$ cat config.mk
export PLATFORM = sky130hd
export DESIGN_NAME = sseg_scan_driver
export DESIGN_NICKNAME = d
export VERILOG_FILES = /design/src/rtl/sseg_scan_driver.sv
export SDC_FILE = /design/constraint.sdc
export NUM_CORES = 1
export LEC_CHECK = 0
export BUFFER_PORTS_ARGS = -buffer_cell sky130_fd_sc_hd__buf_2
export CORE_MARGIN = 2
export CORE_UTILIZATION = 35
export CTS_CLUSTER_DIAMETER = 30
export CTS_CLUSTER_SIZE = 24
export DETAILED_ROUTE_END_ITERATION = 8
export PLACE_DENSITY = 0.56
export SETUP_SLACK_MARGIN = 0.02
export SLEW_MARGIN = 20
export SYNTH_ARGS = -nofsm -noshare
export SYNTH_HDL_FRONTEND = slang
export SYNTH_SLANG_ARGS = --single-unit
$ cat constraint.sdc
create_clock -name clk -period 3 [get_ports clk]
set_input_delay 0.45 -clock clk [delete_from_list [all_inputs] [get_ports clk]]
set_output_delay 0.45 -clock clk [all_outputs]
set_load 0.02 [all_outputs]
$ cat src/rtl/sseg_scan_driver.sv
// Four-digit multiplexed seven-segment scan driver with frame-synchronous display update.
// Optional per-digit decimal point input when SSEG_DP_EN is defined.
module sseg_scan_driver #(
  parameter int DIGIT_CYCLES = 100000,
  parameter int BLANK_CYCLES = 1000,
  parameter int CNT_W        = 17
) (
  input  logic        clk,
  input  logic        reset,
  input  logic        wr_en,
  input  logic [15:0] wr_data,
  input  logic [3:0]  blank,
`ifdef SSEG_DP_EN
  input  logic [3:0]  dp,
`endif
  output logic        upd_pend,
  output logic [7:0]  PIN,
  output logic [3:0]  AN
);

  localparam logic [CNT_W-1:0] CNT_LAST  = CNT_W'(DIGIT_CYCLES - 1);
  localparam logic [CNT_W-1:0] CNT_BLANK = CNT_W'(BLANK_CYCLES);

  logic [CNT_W-1:0] cnt_q, cnt_d;
  logic [1:0]       idx_q, idx_d;
  logic [15:0]      disp_q, disp_d;
  logic [15:0]      shadow_q, shadow_d;
  logic             upd_pend_q, upd_pend_d;
  logic [3:0]       an_q, an_d;
  logic [7:0]       pin_q, pin_d;

  logic             slot_end;
  logic             frame_end;
  logic             dp_bit;
  logic [3:0]       nibble;

  function automatic logic [6:0] hex7(input logic [3:0] v);
    hex7 = 7'h7F;
    case (v)
      4'h0: hex7 = 7'h40;
      4'h1: hex7 = 7'h79;
      4'h2: hex7 = 7'h24;
      4'h3: hex7 = 7'h30;
      4'h4: hex7 = 7'h19;
      4'h5: hex7 = 7'h12;
      4'h6: hex7 = 7'h02;
      4'h7: hex7 = 7'h78;
      4'h8: hex7 = 7'h00;
      4'h9: hex7 = 7'h10;
      4'hA: hex7 = 7'h08;
      4'hB: hex7 = 7'h03;
      4'hC: hex7 = 7'h46;
      4'hD: hex7 = 7'h21;
      4'hE: hex7 = 7'h06;
      4'hF: hex7 = 7'h0E;
      default: hex7 = 7'h7F;
    endcase
  endfunction

`ifdef SSEG_DP_EN
  assign dp_bit = dp[idx_q];
`else
  assign dp_bit = 1'b0;
`endif

  assign slot_end  = (cnt_q == CNT_LAST);
  assign frame_end = slot_end && (idx_q == 2'd3);
  assign nibble    = disp_q[4*idx_q +: 4];

  always_comb begin
    cnt_d      = cnt_q + CNT_W'(1);
    idx_d      = idx_q;
    disp_d     = disp_q;
    shadow_d   = shadow_q;
    upd_pend_d = upd_pend_q;

    if (slot_end) begin
      cnt_d = '0;
      idx_d = idx_q + 2'd1;
    end

    // A write landing on the boundary goes straight to the display so it is not held a full frame.
    if (wr_en) begin
      shadow_d = wr_data;
      if (frame_end) begin
        disp_d     = wr_data;
        upd_pend_d = 1'b0;
      end else begin
        upd_pend_d = 1'b1;
      end
    end else if (frame_end && upd_pend_q) begin
      disp_d     = shadow_q;
      upd_pend_d = 1'b0;
    end

    if ((cnt_q < CNT_BLANK) || blank[idx_q]) begin
      an_d = 4'hF;
    end else begin
      an_d = ~(4'b0001 << idx_q);
    end

    pin_d = {~dp_bit, hex7(nibble)};
  end

  always_ff @(posedge clk or posedge reset) begin
    if (reset) begin
      cnt_q      <= '0;
      idx_q      <= 2'd0;
      disp_q     <= 16'h0000;
      shadow_q   <= 16'h0000;
      upd_pend_q <= 1'b0;
      an_q       <= 4'hF;
      pin_q      <= 8'hFF;
    end else begin
      cnt_q      <= cnt_d;
      idx_q      <= idx_d;
      disp_q     <= disp_d;
      shadow_q   <= shadow_d;
      upd_pend_q <= upd_pend_d;
      an_q       <= an_d;
      pin_q      <= pin_d;
    end
  end

  assign upd_pend = upd_pend_q;
  assign AN       = an_q;
  assign PIN      = pin_q;

endmodule
==> flow_summary.toml, run 1 <==
[clocking]
clkSinkCount = 63
clk-insertion-delay-late_ps = 340
post_cts_buffers = 0
numCtsBuffers = 9
cts_resized = 0
cts_root_buf = "clkbuf_8"
cts_tree = "built"
h-tree-depth = 3
clk_pin_slew_ps = 70
cts_hold_buffers = 0
clockBufferDepth = 2

[floorplanning]
die_area_mm2 = 0.00907
fp-row-count = 33
start_util_pct = 35.8
dieHeight_um = 95.2
core_mm2 = 0.00813
dieWidth_um = 95.2
boundaryPins = 36

[placed_design]
io_buffers = 34
gp_congestion = 0.826
preCtsSetupSlack_ps = 710
hpwlAfterDp_um = 3700
dp.cells = 357

[timing]
fin_crit_sh_pct = 76.5
tightestPinTransition_ps = 865
setup_violations = 0
fmax_mhz = 436
relSlewSlack_pct = 42.3
period_needed_ps = 2290
setup_slack_ps = 706
finalHoldViolCount = 0
hold_slack_ps = 99.0
fin_skew_ps = 9.94
tns_ps = 0
rsz0062_at_grt = "false"
drv_slew = 0

[cells_and_area]
final_cell_count_no_fill = 373
seq_area_mm2 = 0.00159
layout-drive-gt1-share_pct = 41.0
multi_input_comb_area_mm2 = 0.00124
area_growth_pct = 18.8
diodes = 0
nFillCells = 786
fin_nets = 297

[yosys]
synth_area_leader_cell = "dfrtp_1"
seq_area_frac_synth_pct = 54.6
syn_nets = 255
synth_cell_types = 42
ys_top_cells_by_area = "dfrtp_1, dfstp_2, mux2_2, mux2_4, ha_1"
synthCells = 221
yosys.area.top_type_share_pct = 44.7
syn_area_per_cell_um2 = 13.2
ys.warnings.count = 0
ys_ff_latch = 63
syn-cell-area_mm2 = 0.00291

[global_route]
grt_usage_pct = 13.4
grt_pass1_vias = 1838
antenna_found_initial = 0
grt_overflow = 0
grt_pass1_wl_um = 9090
grt_max_degree = 26

[routing]
drtAntennaViolNets = 0
via_per_inst = 4.76
post-route-drc-count = 0
drtPass1Iterations = 4
vias = 1775
drt-total-wl_um = 5210
wire_per_inst_um = 14.0
drtIter0Drc = 109

[pwr]
total_power_mw = 1.93
p_per_area_mw_per_mm2 = 557
peakVddDrop_uv = 335
p_leak_nw = 1.56

[worst_setup_path]
path_class = "flop to flop"
cp-end-kind = "flop"
crit_chain = "ha_1 -> and4_1 -> nand4_1 -> or3b_1 -> mux2_4"
crit_arrival_ps = 2510
cp_slowest_stage_delay_ps = 740
crit_family = "simple AND/OR/NAND/NOR gates"
path_buf_inv = 0
cp_max_fo = 16
startpoint_type = "flop"
cpMaxStageDelayCell = "or3b_1"
crit_required_ps = 3220

[status]
status = "finished clean"

[worst_hold_path]
hp-class = "input port to async pin"

[job]
max_cap_viol_count = 0
worst register-to-register path, delay by kind of cell, from the launching register on:
family / cells / cell delay, ps
DFF: 1 / 390
and+or+nand+nor: 3 / 1110
muxes: 1 / 440
adders and majority gates: 1 / 240
final timing paths:
path | from | end | slack, ps | depth (start not counted)
worst max-delay path | cnt_q[0]$_DFF_PP0_ | disp_q[5]$_DFFE_PP0P_ | 710 | 5
worst min register to register | cnt_q[0]$_DFF_PP0_ | cnt_q[0]$_DFF_PP0_ | 490 | 1
min in group clk | wr_data[13] | shadow_q[13]$_DFFE_PP0P_ | 360 | 2
max in group asynchronous | reset | AN[1]$_DFF_PP1_ | 2180 | 3
worst min-delay path | reset | shadow_q[14]$_DFFE_PP0P_ | 100 | 2
worst max register to register | cnt_q[0]$_DFF_PP0_ | disp_q[5]$_DFFE_PP0P_ | 710 | 5
synthesized netlist by cell type (all sizes together):
cell type / n
o21a: 3
mux4: 5
buf: 5
nor3: 5
a31oi: 1
xor2: 5
nor2b: 3
nor2: 15
dfstp: 11
nand4: 4
a22o: 1
o2bb2ai: 1
and4b: 1
dfrtp: 52
nand2: 15
a21oi: 2
and4bb: 1
mux2i: 1
a22oi: 1
conb: 1
nand3: 9
inv: 6
o21ai: 4
nor4: 3
mux2: 34
or2: 1
and2: 1
nand2b: 1
o31ai: 1
or3b: 1
and4: 2
clkbuf: 3
xnor2: 10
or3: 1
ha: 11
cell usage in the layout (no fill, tap or decap), drive strengths merged, types with 2 or more instances in the layout:
master   n
o21ai    4
nor4     3
ha      11
dfstp   11
nor2b    3
mux4     5
inv      6
xnor2   10
dfrtp   52
nand4    4
buf     39
bufinv   4
a21oi    2
nor3     5
mux2    34
clkbuf   9
xor2     5
clkinv   2
o21a     3
nand2   15
nand3    9
and4     2
nor2    15
cell type report:
class / count / share of cell area (%)
multi-input cells: 144 / 35.9
repair buffers: 39 / 6.00
well taps: 105 / 3.79
flip-flops and latches: 63 / 45.9
clock inverters: 7 / 4.19
inverters: 6 / 0.650
clock buffers: 9 / 3.58
layer usage:
layer  GRT usage, %  share of wire (%)  vias to the layer above
li1               -                  -                      852
met5              0                  0                        -
met2           19.0                 44                       28
met1           19.0                 51                      886
met4           7.61                2.2                        0
met3           2.69                3.2                        9
stage by stage:
stage	area [um2]	util, %
after global placement	3190	39.3
after global routing	3460	42.6
after CTS	3460	42.6
after floorplan	2910	-
final	3460	42.6
after detailed placement	3190	39.3
registers in the layout (all words and copies together), names as in the netlist:
| signal | count |
|---|---|
| PIN | 7 |
| disp_q | 16 |
| cnt_q | 17 |
| upd_pend | 1 |
| idx_q | 2 |
| shadow_q | 16 |
| AN | 4 |
power breakdown:
part           internal (mW)  leakage [nW]  total, mW  switching, mW
clock network          0.639         0.130      0.982          0.343
registers              0.871         0.785      0.876        0.00476
logic                 0.0337         0.646     0.0717         0.0381
cells by family after synthesis:
family                     count (synthesis)  synth area share [%]
xor gates and xnor gates                  15                  4.51
adders and majority gates                 11                  4.72
buffers and inverters                     14                  2.79
and+or+nand+nor                           63                  11.5
DFF                                       63                  54.6
AOI/OAI and AO/OA                         14                  3.13
other                                      1                 0.129
muxes                                     40                  18.6
Note: power is estimated with default switching activity, not from simulation.
==> run 2, diff against run 1 <==
ABC_AREA = 1   (was default)
PLACE_DENSITY = 0.57   (was 0.56)
clock period = 1.9 ns   (was 3 ns; I/O delays follow)
==> flow_summary.toml, run 2 <==
[yosys]
syn_area_per_cell_um2 = 8.33
syn_nets = 427
synth_cell_types = 34
synth_flop_cell = "dfrtp_1"
synth_async_sr_flop_share_pct = 100
ys.warnings.count = 0
synth_area_leader_cell = "dfrtp_1"
seq_area_frac_synth_pct = 48.6
ys_ff_latch = 63
synth_common_cells = "nand2_1, dfrtp_1, inv_1"
ys_top_cells_by_area = "dfrtp_1, nand2_1, dfstp_2, ha_1, nand4_1"
synth-edff-count = 0
yosys.area.top_type_share_pct = 39.8
syn-cell-area_mm2 = 0.00327
synth_most_common_cell = "nand2_1"
synthCells = 393

[worst_setup_path]
crit_family = "simple AND/OR/NAND/NOR gates"
cp_max_fo = 13
cpMaxStageDelayCell = "dfrtp_1"
reg2reg_depth = 10
startpoint_type = "flop"
cp.depth = 10
crit_arrival_ps = 1910
path_buf_inv = 2
crit_required_ps = 2160
cp_slowest_stage_delay_ps = 420
cp-end-kind = "flop"
crit_path_frequent_cell = "nand2_1"
path_class = "flop to flop"
crit_chain = "buf_4 -> nand2_1 -> nand3_1 -> nand2_1 -> inv_1 -> ha_1 -> nand2_1 -> nand2_1 -> nand2_1 -> o21ai_1"

[routing]
post-route-drc-count = 0
drtIter0Drc = 76
via_per_inst = 4.72
wire_per_inst_um = 12.2
vias = 2575
drtPass1Iterations = 5
drt-total-wl_um = 6660
drtAntennaViolNets = 0

[timing]
drv_slew = 0
fin_crit_sh_pct = 86.7
fin_skew_ps = 9.31
period_needed_ps = 1650
rsz0062_at_grt = "false"
finalHoldViolCount = 0
tns_ps = 0
setup_violations = 0
fmax_mhz = 607

[placed_design]
dp.cells = 529
io_buffers = 34
hpwlAfterDp_um = 4840
gp_congestion = 0.910

[cells_and_area]
diodes = 0
layout_commonest_cell = "nand2_1"
multi_input_comb_area_mm2 = 0.00141
top_regs = "cnt_q: 17 flops, disp_q: 16 flops, shadow_q: 16 flops"
largest_reg_flops = 17
fin_nets = 464
final_cell_count_no_fill = 545
seq_area_mm2 = 0.00159
layout-drive-gt1-share_pct = 20.5
regMostFlops = "cnt_q"
layout_common_cells = "nand2_1, dfrtp_1, buf_2"
nFillCells = 924
area_growth_pct = 13.1

[global_route]
antenna_found_initial = 0
grt_pass1_vias = 2544
grt_overflow = 0
grt_pass1_wl_um = 11800
grt_max_degree = 47
grt_usage_pct = 14.6

[clocking]
h-tree-depth = 3
clkSinkCount = 63
clockBufferDepth = 2
numCtsBuffers = 9
cts_hold_buffers = 1
cts_resized = 0
clk_pin_slew_ps = 70
clk-insertion-delay-late_ps = 340
post_cts_buffers = 0
cts_root_buf = "clkbuf_8"
cts_tree = "built"

[status]
status = "finished clean"

[pwr]
p_leak_nw = 1.90
p_per_area_mw_per_mm2 = 721
peakVddDrop_uv = 456

[floorplanning]
boundaryPins = 36
die_area_mm2 = 0.0101
dieWidth_um = 101
start_util_pct = 35.8
dieHeight_um = 101
fp-row-count = 35
core_mm2 = 0.00915

[job]
max_cap_viol_count = 0

[worst_hold_path]
hold_path_depth = 3
hp-class = "input port to flop"
## run 2: changes by cell type after synthesis, moves of 9 or more
cell	delta
nand2_1	+144
mux2_2	-24
inv_1	+21
nand4_1	+15
mux2_4	-10
nand3_1	+10
xnor2_1	-10
inv_2	+9
## run 2: stage by stage
stage | hold WS, ps | setup WS, ps | utilization (%) | total power [mW] | instance area, um2
floorplan | 417 | 63.5 | - | 1.47 | 3270
global placement | 303 | 317 | 38.2 | 1.52 | 3500
detailed placement | 312 | 284 | 38.2 | 1.52 | 3500
CTS | 159 | 253 | 40.5 | 2.71 | 3700
global route | 171 | 85.6 | 40.5 | 2.79 | 3700
finish | 172 | 253 | 40.5 | 2.67 | 3700
## run 2: worst paths after layout
| kind | from | endpoint | slack (ps) |
|---|---|---|---|
| setup reg to reg | idx_q[0]$_DFFE_PP0N_ | PIN[3]$_DFF_PP1_ | 250 |
| hold / removal | wr_data[8] | shadow_q[8]$_DFFE_PP0P_ | 170 |
| max in group asynchronous | reset | PIN[1]$_DFF_PP1_ | 780 |
| hold reg to reg | disp_q[15]$_DFFE_PP0P_ | disp_q[15]$_DFFE_PP0P_ | 480 |
| min in group asynchronous | reset | cnt_q[10]$_DFF_PP0_ | 480 |
| setup / recovery | idx_q[0]$_DFFE_PP0N_ | PIN[3]$_DFF_PP1_ | 250 |
## run 2: cell type report
class | instances | area share (%)
clock inverter | 5 | 1.59
timing repair buffer | 39 | 6.01
multi-input combinational | 280 | 38.2
clock buffer | 10 | 3.72
sequential | 63 | 42.9
tap | 111 | 3.75
inverter | 37 | 3.82
## run 2: power breakdown
part           switching [mW]  total, mW  internal [mW]
registers             0.00773       1.38           1.37
clock network           0.545       1.18          0.634
logic                  0.0741      0.111         0.0369
total                   0.627       2.67           2.04
## run 2: worst reg2reg max path, cell delays in order (launching register included)
cell and delay [ps]:
dfrtp_1 420, buf_4 200, nand2_1 70, nand3_1 90, nand2_1 180, inv_1 120
ha_1 220, nand2_1 100, nand2_1 60, nand2_1 50, o21ai_1 70
## run 2: cell families after synthesis
| group | Yosys count | share of synthesized area [%] |
|---|---|---|
| AOI/OAI and AO/OA | 18 | 3.10 |
| DFF | 63 | 48.6 |
| xor gates and xnor gates | 8 | 2.14 |
| adders and majority gates | 11 | 4.20 |
| buffers and inverters | 50 | 8.22 |
| and+or+nand+nor | 242 | 33.6 |
| other | 1 | 0.115 |
## run 2: routing by layer
metal  up-vias  track usage [%]  wire, um
met4         0             5.27       101
met1      1193             21.0      3470
li1       1317                -         -
met2        56             21.0      2770
met3         9             4.23       307
met5         -                0         0
